===== src/rtl/board_gpio_bridge.sv =====
// -----------------------------------------------------------------------------
// board_gpio_bridge
//   Board-side GPIO front end between the board switch/LED pads and the SoC
//   gpioA read / write / writeEnable buses.
//   - Each switch pad is synchronised through SYNC_STAGES flops and then
//     debounced by its own saturating counter.
//   - gpio_read presents the debounced switch state, zero-extended to 32 bits.
//   - sw_change_irq is a sticky flag set by any accepted switch change and
//     cleared by irq_ack. A change wins over a coincident acknowledge.
//   - led_pad is the registered AND of gpio_write and gpio_write_en.
//   Optional feature macro: BOARD_GPIO_LED_PWM_EN
//     When defined, an 8-bit free-running counter dims the LEDs to
//     LED_DUTY/256 on-time. When undefined, LEDs are driven at full brightness.
// -----------------------------------------------------------------------------
module board_gpio_bridge #(
   parameter int          NUM_SW          = 16,
   parameter int          NUM_LED         = 16,
   parameter int          SYNC_STAGES     = 2,
   parameter int          DEBOUNCE_CYCLES = 1000000,
   parameter logic [7:0]  LED_DUTY        = 8'd64
) (
   input  logic                clk,
   input  logic                rst_n,
   input  logic [NUM_SW-1:0]   sw_pad,
   output logic [NUM_LED-1:0]  led_pad,
   output logic [31:0]         gpio_read,
   input  logic [31:0]         gpio_write,
   input  logic [31:0]         gpio_write_en,
   output logic                sw_change_irq,
   input  logic                irq_ack
);

   // Counter wide enough to hold DEBOUNCE_CYCLES; it only ever reaches
   // DEBOUNCE_CYCLES-1, where the mismatch is accepted and the count restarts.
   localparam int               CNT_W    = $clog2(DEBOUNCE_CYCLES + 1);
   localparam logic [CNT_W-1:0] CNT_LAST = CNT_W'(DEBOUNCE_CYCLES - 1);

   logic [SYNC_STAGES-1:0][NUM_SW-1:0] sync_r;
   logic [NUM_SW-1:0]                  sw_sync_s;
   logic [NUM_SW-1:0]                  stable_s;
   logic [NUM_SW-1:0]                  accept_s;
   logic                               change_r;
   logic                               irq_r;
   logic [NUM_LED-1:0]                 led_on_s;
   logic [NUM_LED-1:0]                 led_r;

   // Synchroniser chain: stage 0 samples the raw pads, the last stage feeds debounce.
   always_ff @(posedge clk or negedge rst_n) begin
      if (!rst_n) begin
         sync_r <= '0;
      end else begin
         sync_r <= {sync_r[SYNC_STAGES-2:0], sw_pad};
      end
   end

   assign sw_sync_s = sync_r[SYNC_STAGES-1];

   // Per-channel debounce: each switch owns an independent counter and stable bit.
   for (genvar i = 0; i < NUM_SW; i++) begin : g_deb
      logic [CNT_W-1:0] cnt_r;
      logic             stable_bit_r;
      logic             mismatch_s;
      logic             expire_s;

      // Mismatch against the accepted level, and whether this cycle completes the window.
      always_comb begin
         mismatch_s = sw_sync_s[i] ^ stable_bit_r;
         expire_s   = mismatch_s & (cnt_r == CNT_LAST);
      end

      // Count consecutive mismatch cycles; any agreement discards the partial count.
      always_ff @(posedge clk or negedge rst_n) begin
         if (!rst_n) begin
            cnt_r        <= '0;
            stable_bit_r <= 1'b0;
         end else if (!mismatch_s) begin
            cnt_r        <= '0;
         end else if (expire_s) begin
            cnt_r        <= '0;
            stable_bit_r <= sw_sync_s[i];
         end else begin
            cnt_r        <= cnt_r + {{(CNT_W-1){1'b0}}, 1'b1};
         end
      end

      assign stable_s[i] = stable_bit_r;
      assign accept_s[i] = expire_s;
   end

   // Registered change pulse: one pulse no matter how many channels flip together.
   always_ff @(posedge clk or negedge rst_n) begin
      if (!rst_n) begin
         change_r <= 1'b0;
      end else begin
         change_r <= |accept_s;
      end
   end

   // Sticky interrupt flag: a change pulse has priority over a simultaneous acknowledge.
   always_ff @(posedge clk or negedge rst_n) begin
      if (!rst_n) begin
         irq_r <= 1'b0;
      end else if (change_r) begin
         irq_r <= 1'b1;
      end else if (irq_ack) begin
         irq_r <= 1'b0;
      end else begin
         irq_r <= irq_r;
      end
   end

   // Read bus: debounced switches in the low bits, unused channels read as zero.
   always_comb begin
      gpio_read                = 32'd0;
      gpio_read[NUM_SW-1:0]    = stable_s;
   end

   // LED request: only bits the SoC both writes and enables light up.
   always_comb begin
      led_on_s = gpio_write[NUM_LED-1:0] & gpio_write_en[NUM_LED-1:0];
   end

`ifdef BOARD_GPIO_LED_PWM_EN
   logic [7:0] pwm_cnt_r;
   logic       pwm_on_s;

   // Free-running PWM phase counter; wraps 255 -> 0 for a 256-cycle period.
   always_ff @(posedge clk or negedge rst_n) begin
      if (!rst_n) begin
         pwm_cnt_r <= 8'd0;
      end else begin
         pwm_cnt_r <= pwm_cnt_r + 8'd1;
      end
   end

   // On-phase of the PWM period; LED_DUTY of zero keeps the LEDs dark.
   always_comb begin
      pwm_on_s = (pwm_cnt_r < LED_DUTY);
   end

   // Registered LED drive gated by the PWM on-phase.
   always_ff @(posedge clk or negedge rst_n) begin
      if (!rst_n) begin
         led_r <= '0;
      end else begin
         led_r <= led_on_s & {NUM_LED{pwm_on_s}};
      end
   end
`else
   // Registered LED drive at full brightness.
   always_ff @(posedge clk or negedge rst_n) begin
      if (!rst_n) begin
         led_r <= '0;
      end else begin
         led_r <= led_on_s;
      end
   end
`endif

   assign led_pad       = led_r;
   assign sw_change_irq = irq_r;

endmodule

===== config.mk =====
export PLATFORM = sky130hd
export DESIGN_NAME = board_gpio_bridge
export DESIGN_NICKNAME = d
export VERILOG_FILES = /design/src/rtl/board_gpio_bridge.sv
export SDC_FILE = /design/constraint.sdc
export NUM_CORES = 1
export LEC_CHECK = 0
export ABC_AREA = 1
export BUFFER_PORTS_ARGS = -buffer_cell sky130_fd_sc_hd__buf_2
export CORE_UTILIZATION = 39
export CTS_BUF_LIST = sky130_fd_sc_hd__clkbuf_16
export CTS_CLUSTER_DIAMETER = 150
export DETAILED_ROUTE_END_ITERATION = 6
export PLACE_DENSITY = 0.52
export SYNTH_ARGS = -nofsm -noshare
export SYNTH_HDL_FRONTEND = slang
export SYNTH_SLANG_ARGS = --single-unit

===== constraint.sdc =====
create_clock -name clk -period 2.7 [get_ports clk]
set_input_delay 0.405 -clock clk [delete_from_list [all_inputs] [get_ports clk]]
set_output_delay 0.405 -clock clk [all_outputs]
set_load 0.005 [all_outputs]

==> run_summary.xml, run 1 <==
<?xml version="1.0" encoding="UTF-8"?>
<metrics>
  <group name="run_status">
    <metric name="outcome" unit="">finished clean</metric>
  </group>
  <group name="critical_path">
    <metric name="critical_path_arrival" unit="ns">2.23</metric>
    <metric name="critPathBufInv" unit="">1</metric>
    <metric name="start_kind" unit="">flop</metric>
    <metric name="critical-path-top-delay-family" unit="">simple AND/OR/NAND/NOR gates</metric>
    <metric name="endpoint_kind" unit="">flop</metric>
    <metric name="cp_max_stage_delay" unit="ns">0.39</metric>
    <metric name="worst-path-max-fanout" unit="">7</metric>
    <metric name="timing.critical_path.slowest_stage_cell" unit="">dfrtp_1</metric>
    <metric name="crit_chain" unit="">ha_1, nand3_1, nor2_1, nand3_1, nand2_2, inv_1, o21ai_1, nor2_1</metric>
    <metric name="cp_data_required_time" unit="ns">3.20</metric>
    <metric name="criticalPathCategory" unit="">flop to flop</metric>
  </group>
  <group name="floorplanning">
    <metric name="die_h" unit="um">226.8</metric>
    <metric name="fp.dieArea" unit="um^2">51430</metric>
    <metric name="num_io_pins" unit="">132</metric>
    <metric name="core_region_area" unit="um^2">49970</metric>
    <metric name="initial_utilization" unit="">0.3944</metric>
    <metric name="placementRows" unit="">82</metric>
    <metric name="die_span_x" unit="um">226.8</metric>
  </group>
  <group name="finish">
    <metric name="most_frequent_cells_in_the_layout" unit="">441 x nor2_1, 416 x nand2_1, 386 x dfrtp_1, 310 x inv_1, 119 x xor2_1</metric>
    <metric name="design.final.nets" unit="">2656</metric>
    <metric name="final_instance_area" unit="um^2">22990</metric>
    <metric name="final_core_density" unit="">0.4601</metric>
    <metric name="flow.area_growth_from_synthesis" unit="%">16.65</metric>
    <metric name="post_layout_nonfiller_instances" unit="">3264</metric>
    <metric name="layout_commonest_cell" unit="">nor2_1</metric>
    <metric name="n_antenna_cell" unit="">0</metric>
    <metric name="final_layout_size_suffix_gt1_frac" unit="">0.1439</metric>
    <metric name="filler_cell_count" unit="">4943</metric>
  </group>
  <group name="clock_tree">
    <metric name="clock-root-buffer" unit="">clkbuf_16</metric>
    <metric name="clkSlewWorstSetupHoldPaths" unit="ns">0.06</metric>
    <metric name="clockBufferDepth" unit="">3</metric>
    <metric name="worstSkewPairLatency" unit="ns">0.58</metric>
    <metric name="htree_levels" unit="">2</metric>
    <metric name="cts_buffers" unit="">47</metric>
    <metric name="post_cts.resized_instances" unit="">0</metric>
    <metric name="tritoncts" unit="">built</metric>
    <metric name="cts.sink_count" unit="">386</metric>
  </group>
  <group name="power">
    <metric name="power.share.combinational" unit="">0.041</metric>
    <metric name="totalPowerFinal" unit="mW">12.74</metric>
    <metric name="seq_power_share" unit="">0.467</metric>
    <metric name="leakage" unit="nW">11.20</metric>
    <metric name="power_report.internal_total" unit="mW">9.901</metric>
    <metric name="worst_ir_drop_vdd" unit="mV">0.4099</metric>
    <metric name="swShare" unit="">0.2228</metric>
    <metric name="net-switching-power" unit="mW">2.838</metric>
    <metric name="power_frac_clock" unit="">0.492</metric>
    <metric name="p_per_area" unit="nW/um^2">554.1</metric>
  </group>
  <group name="placement">
    <metric name="dpl-instance-area" unit="um^2">20980</metric>
    <metric name="io_buffers" unit="">83</metric>
    <metric name="hpwlAfterDp" unit="um">27360</metric>
    <metric name="dpl_worst_slack" unit="ns">0.9500</metric>
    <metric name="gp_congestion" unit="">0.8231</metric>
    <metric name="placedCellCount" unit="">3132</metric>
  </group>
  <group name="timing">
    <metric name="report.final.slew_viol_count" unit="">0</metric>
    <metric name="setup_ws_final" unit="ns">0.9621</metric>
    <metric name="final_min_period_over_clock_period" unit="">0.6437</metric>
    <metric name="finalCriticalPeriod" unit="ns">1.738</metric>
    <metric name="setup-violations-final" unit="">0</metric>
    <metric name="whs" unit="ns">0.05327</metric>
    <metric name="maxClockFrequency" unit="MHz">575.4</metric>
    <metric name="clock-skew-final" unit="ns">0.01263</metric>
    <metric name="fin_tns_setup" unit="ns">0</metric>
    <metric name="rsz_0062_raised_after_global_routing" unit="">no</metric>
    <metric name="tightest_slew" unit="ns">0.7084</metric>
    <metric name="max-slew-margin-rel" unit="">0.5277</metric>
    <metric name="hold_violations" unit="">0</metric>
  </group>
  <group name="detailed_routing">
    <metric name="dr.pass1.iters" unit="">5</metric>
    <metric name="post_drt_wl_per_cell" unit="um">12.05</metric>
    <metric name="finalWirelength" unit="um">39330</metric>
    <metric name="detail_route.iter0.violations" unit="">733</metric>
    <metric name="detailroute.via_count" unit="">15060</metric>
    <metric name="drt-vias-per-instance" unit="">4.613</metric>
    <metric name="drc" unit="">0</metric>
    <metric name="antenna_left" unit="">0</metric>
  </group>
  <group name="grt">
    <metric name="first_global_vias" unit="">14710</metric>
    <metric name="grt_util_all_layers" unit="">0.1607</metric>
    <metric name="grt_pass1_wl" unit="um">68480</metric>
    <metric name="globalRoute.totalOverflow" unit="">0</metric>
    <metric name="grt_antenna_before_repair" unit="">0</metric>
    <metric name="largest_net_degree_at_the_start_of_global_routing" unit="">78</metric>
  </group>
  <group name="run">
    <metric name="timing.max_cap.violations" unit="">0</metric>
  </group>
  <group name="synth">
    <metric name="avgSynthCellArea" unit="um^2">8.283</metric>
    <metric name="seq_area_frac_synth" unit="">0.4902</metric>
    <metric name="post_synth_inst_count" unit="">2379</metric>
    <metric name="yosysUniqueCellTypes" unit="">34</metric>
    <metric name="synth.cell_area" unit="um^2">19710</metric>
    <metric name="synth-warning-count" unit="">0</metric>
    <metric name="synth_seq_cells" unit="">386</metric>
  </group>
  <group name="worst_hold_path">
    <metric name="type_of_the_tightest_min_delay_check" unit="">input port to flop</metric>
  </group>
</metrics>
synthesized netlist by cell type:
cell type	instances	share of area
xnor2_2	4	0.0033
xnor2_1	38	0.017
o21ai_0	32	0.0081
inv_2	14	0.0027
inv_1	300	0.057
nand2_4	1	0.00057
o21ai_1	25	0.0063
dfrtp_1	386	0.49
nand4_1	39	0.012
nor4_1	1	0.00032
nor3_2	7	0.0036
a21oi_1	72	0.018
o21bai_1	1	0.00038
a31oi_1	9	0.0029
nor3_4	11	0.0091
nand3_2	32	0.016
nand2_1	416	0.079
nand2_2	66	0.021
inv_4	2	0.00063
and3_1	14	0.0044
ha_1	16	0.010
nor3b_1	9	0.0034
buf_4	32	0.012
nor2_1	441	0.084
or2_2	25	0.0079
nand3_1	92	0.023
nand3b_1	2	0.00076
conb_1	1	0.00019
or2_1	7	0.0022
nor2_2	33	0.010
xor2_1	119	0.053
nor3_1	117	0.030
nor4_4	1	0.0011
nor2_4	14	0.0080
registers in the layout, indices dropped and copies added, names as in the netlist:
register and cells:
led_pad 16, g_deb.stable_bit_r 16, sw_change_irq 1, sync_r 16, change_r 1, sw_sync_s 16
g_deb.cnt_r 320
power by group through the flow:
stage                     Sequential (mW)  Combinational, mW  Clock (mW)
after floorplan                      6.04              0.234           0
after global placement               6.05              0.482           0
after detailed placement             6.05              0.487           0
after CTS                            5.95              0.543        6.53
after global routing                 5.96              0.612        6.74
final                                5.95              0.522        6.27
kinds of logic after synthesis:
| family | synth area share |
|---|---|
| and+or+nand+nor | 0.3178 |
| DFF | 0.4902 |
| buffers and inverters | 0.07263 |
| xor gates and xnor gates | 0.07308 |
| AOI/OAI and AO/OA | 0.03600 |
| adders and majority gates | 0.01016 |
| other | 0.0001903 |
final timing paths:
path                                             start                            end  slack (ns)  cells after the start
max                        g_deb[6].cnt_r[0]$_DFF_PN0_   g_deb[6].cnt_r[19]$_DFF_PN0_        0.96                      8
min                                   gpio_write_en[9]           led_pad[9]$_DFF_PN0_        0.05                      3
max reg2reg                g_deb[6].cnt_r[0]$_DFF_PN0_   g_deb[6].cnt_r[19]$_DFF_PN0_        0.96                      8
min reg2reg                        sync_r[7]$_DFF_PN0_         sw_sync_s[7]$_DFF_PN0_        0.35                      0
max in group asynchronous                        rst_n    g_deb[1].cnt_r[6]$_DFF_PN0_        1.50                      3
min in group asynchronous                        rst_n  g_deb[10].cnt_r[13]$_DFF_PN0_        0.47                      2
area by class of cell:
| type | count | area (um^2) | area share |
|---|---|---|---|
| Inverter | 316 | 1191 | 0.05182 |
| Clock buffer | 47 | 1176 | 0.05116 |
| Tap cell | 672 | 840.8 | 0.03658 |
| Sequential cell | 386 | 9659 | 0.4202 |
| Timing Repair Buffer | 146 | 1094 | 0.04757 |
| Multi-Input combinational cell | 1660 | 8672 | 0.3772 |
| Clock inverter | 37 | 355.3 | 0.01546 |
layer usage:
metal / global-route usage / vias to the layer above / part of all wire
li1: - / 7792 / -
met1: 0.2153 / 7049 / 0.49
met2: 0.2621 / 167 / 0.45
met3: 0.02747 / 50 / 0.035
met4: 0.05362 / 0 / 0.022
met5: 0 / - / 0
what timing repair did:
item,in CTS,in global routing
buffers inserted,0,0
hold buffers,48,0
hold endpoints to repair,96,0
setup endpoints to repair,0,0
worst reg2reg max path: stages, from the launching register on:
cell and delay (ns):
dfrtp_1 0.39, ha_1 0.23, nand3_1 0.17, nor2_1 0.07, nand3_1 0.20, nand2_2 0.17, inv_1 0.24, o21ai_1 0.11
nor2_1 0.10
(Power assumes the default switching activity.)
==> inputs of run 2 (changes only) <==
==> constraint.sdc (replaced) <==
create_clock -name clk -period 1.7 [get_ports clk]
set_input_delay 0.255 -clock clk [delete_from_list [all_inputs] [get_ports clk]]
set_output_delay 0.255 -clock clk [all_outputs]
set_load 0.005 [all_outputs]
==> run_summary.xml, run 2 (synthesized netlist as in run 1, its figures left out) <==
<?xml version="1.0" encoding="UTF-8"?>
<metrics>
  <group name="timing">
    <metric name="hold_violations" unit="">0</metric>
    <metric name="maxClockFrequency" unit="MHz">637.0</metric>
    <metric name="report.final.slew_viol_count" unit="">0</metric>
    <metric name="clock-skew-final" unit="ns">0.009289</metric>
    <metric name="fin_tns_setup" unit="ns">0</metric>
    <metric name="setup-violations-final" unit="">0</metric>
    <metric name="finalCriticalPeriod" unit="ns">1.570</metric>
    <metric name="final_min_period_over_clock_period" unit="">0.9234</metric>
  </group>
  <group name="finish">
    <metric name="layout.area.seq" unit="um^2">9659</metric>
    <metric name="n_antenna_cell" unit="">0</metric>
    <metric name="multi_input_gate_area_in_the_final_layout" unit="um^2">8740</metric>
    <metric name="filler_cell_count" unit="">4888</metric>
    <metric name="most_frequent_cells_in_the_layout" unit="">436 x nor2_1, 416 x nand2_1, 386 x dfrtp_1, 304 x inv_1, 119 x xor2_1</metric>
    <metric name="post_layout_nonfiller_instances" unit="">3292</metric>
    <metric name="top_register" unit="">g_deb.cnt_r</metric>
    <metric name="final_core_density" unit="">0.4665</metric>
    <metric name="design.final.nets" unit="">2686</metric>
    <metric name="layout_commonest_cell" unit="">nor2_1</metric>
    <metric name="final_layout_size_suffix_gt1_frac" unit="">0.1569</metric>
    <metric name="largest_reg_flops" unit="">320</metric>
    <metric name="flow.area_growth_from_synthesis" unit="%">18.28</metric>
  </group>
  <group name="clock_tree">
    <metric name="worstSkewPairLatency" unit="ns">0.57</metric>
    <metric name="clkSlewWorstSetupHoldPaths" unit="ns">0.05</metric>
    <metric name="clock-root-buffer" unit="">clkbuf_16</metric>
    <metric name="cts.sink_count" unit="">386</metric>
    <metric name="clockBufferDepth" unit="">3</metric>
    <metric name="htree_levels" unit="">2</metric>
    <metric name="cts_buffers" unit="">47</metric>
    <metric name="tritoncts" unit="">built</metric>
  </group>
  <group name="grt">
    <metric name="grt_antenna_before_repair" unit="">0</metric>
    <metric name="first_global_vias" unit="">14720</metric>
    <metric name="largest_net_degree_at_the_start_of_global_routing" unit="">74</metric>
    <metric name="globalRoute.totalOverflow" unit="">0</metric>
    <metric name="grt_pass1_wl" unit="um">69300</metric>
    <metric name="grt_util_all_layers" unit="">0.1619</metric>
  </group>
  <group name="run">
    <metric name="timing.max_cap.violations" unit="">0</metric>
  </group>
  <group name="detailed_routing">
    <metric name="antenna_left" unit="">0</metric>
    <metric name="detailroute.via_count" unit="">15130</metric>
    <metric name="detail_route.iter0.violations" unit="">874</metric>
    <metric name="dr.pass1.iters" unit="">5</metric>
    <metric name="drt-vias-per-instance" unit="">4.597</metric>
    <metric name="post_drt_wl_per_cell" unit="um">11.98</metric>
    <metric name="drc" unit="">0</metric>
    <metric name="finalWirelength" unit="um">39450</metric>
  </group>
  <group name="placement">
    <metric name="hpwlAfterDp" unit="um">27730</metric>
    <metric name="placedCellCount" unit="">3160</metric>
    <metric name="io_buffers" unit="">83</metric>
    <metric name="gp_congestion" unit="">0.8371</metric>
  </group>
  <group name="power">
    <metric name="power_frac_clock" unit="">0.487</metric>
    <metric name="leakage" unit="nW">11.33</metric>
    <metric name="worst_ir_drop_vdd" unit="mV">0.6464</metric>
    <metric name="seq_power_share" unit="">0.469</metric>
    <metric name="power_report.internal_total" unit="mW">15.63</metric>
    <metric name="swShare" unit="">0.2241</metric>
    <metric name="power.share.combinational" unit="">0.044</metric>
    <metric name="p_per_area" unit="nW/um^2">864.2</metric>
    <metric name="net-switching-power" unit="mW">4.514</metric>
  </group>
  <group name="floorplanning">
    <metric name="fp.dieArea" unit="um^2">51430</metric>
    <metric name="die_span_x" unit="um">226.8</metric>
    <metric name="initial_utilization" unit="">0.3944</metric>
    <metric name="num_io_pins" unit="">132</metric>
    <metric name="core_region_area" unit="um^2">49970</metric>
    <metric name="die_h" unit="um">226.8</metric>
    <metric name="placementRows" unit="">82</metric>
  </group>
  <group name="critical_path">
    <metric name="endpoint_kind" unit="">flop</metric>
    <metric name="criticalPathCategory" unit="">flop to flop</metric>
    <metric name="reg2reg_setup_slack" unit="ns">0.13</metric>
    <metric name="worst_setup_path_endpoint" unit="">g_deb[2].cnt_r[16]$_DFF_PN0_</metric>
    <metric name="regToRegEndpoint" unit="">g_deb[2].cnt_r[16]$_DFF_PN0_</metric>
    <metric name="worst-path-max-fanout" unit="">5</metric>
    <metric name="critical_path_arrival" unit="ns">2.05</metric>
    <metric name="worstRegToRegCells" unit="">7</metric>
    <metric name="setup.worst_path.start" unit="">g_deb[2].cnt_r[0]$_DFF_PN0_</metric>
    <metric name="cp_data_required_time" unit="ns">2.18</metric>
    <metric name="startpoint_of_the_worst_slack_reg_to_reg_timing_path" unit="">g_deb[2].cnt_r[0]$_DFF_PN0_</metric>
    <metric name="start_kind" unit="">flop</metric>
  </group>
  <group name="run_status">
    <metric name="outcome" unit="">finished clean</metric>
  </group>
  <group name="worst_hold_path">
    <metric name="type_of_the_tightest_min_delay_check" unit="">input port to asynchronous set/reset pin</metric>
  </group>
</metrics>
run 2: changes by cell type in the layout (fill, tap and decap cells not counted), moves of 5 or more:
cell / change
nand2_2: -6
nand2_4: +6
buf_4: +25
nor2_1: -5
inv_1: -6
run 2: cell type report:
type / count / share of cell area
Inverter: 316 / 0.05169
Sequential cell: 386 / 0.4144
Clock inverter: 33 / 0.01186
Clock buffer: 49 / 0.05261
Tap cell: 672 / 0.03607
Multi-Input combinational cell: 1660 / 0.3750
Timing Repair Buffer: 176 / 0.05840
run 2: power groups by stage:
stage	logic, mW	clock network [mW]	registers (mW)
after global placement	0.812	0	9.60
after global routing	1.03	10.6	9.46
final	0.890	9.81	9.44
after detailed placement	0.821	0	9.61
after floorplan	0.371	0	9.59
after CTS	0.912	10.2	9.44
run 2: how the worst min path moves through the flow:
stage,slack [ns],endpoint,start
6_report,0.12,g_deb[4].cnt_r[13]$_DFF_PN0_,rst_n
5_1_grt,0.12,g_deb[4].cnt_r[13]$_DFF_PN0_,rst_n
4_1_cts,0.09,g_deb[4].cnt_r[13]$_DFF_PN0_,rst_n
3_5_place_dp,0.11,g_deb[4].cnt_r[13]$_DFF_PN0_,rst_n
3_3_place_gp,0.12,g_deb[4].cnt_r[14]$_DFF_PN0_,rst_n
2_1_floorplan,-0.04,change_r$_DFF_PN0_,rst_n
run 2: worst max-delay path: stages, from the launching register on:
cell and delay [ns]:
dfrtp_1 0.39, ha_1 0.24, nand3_2 0.11, nor2_1 0.06, nand3_1 0.15, nand2_2 0.16
buf_4 0.19, nor3_1 0.19
run 2: what timing repair did:
action,in CTS,in global routing
endpoints found under the hold margin,320,0
gates resized for setup,0,20
hold buffers,50,0
buffers inserted,0,0
endpoints found under the setup margin,0,17
run 2: layer usage:
metal | routed length, um | up-vias | track usage | share of wire
met1 | 19190 | 7045 | 0.2201 | 0.49
met2 | 18030 | 191 | 0.2613 | 0.46
li1 | - | 7838 | - | -
met5 | 0 | - | 0 | 0
met4 | 803 | 0 | 0.05122 | 0.020
met3 | 1426 | 58 | 0.02812 | 0.036
run 2: metrics by stage:
stage / area (um^2) / hold slack (ns) / power, mW / setup WS [ns]
finish: 23310 / 0.1247 / 20.14 / 0.1302
global route: 23310 / 0.1215 / 21.09 / -0.01085
CTS: 23230 / 0.09017 / 20.58 / 0.08626
detailed placement: 21220 / 0.1140 / 10.43 / 0.09311
global placement: 21220 / 0.1151 / 10.41 / 0.1114
floorplan: 19760 / -0.04059 / 9.963 / 0.3207
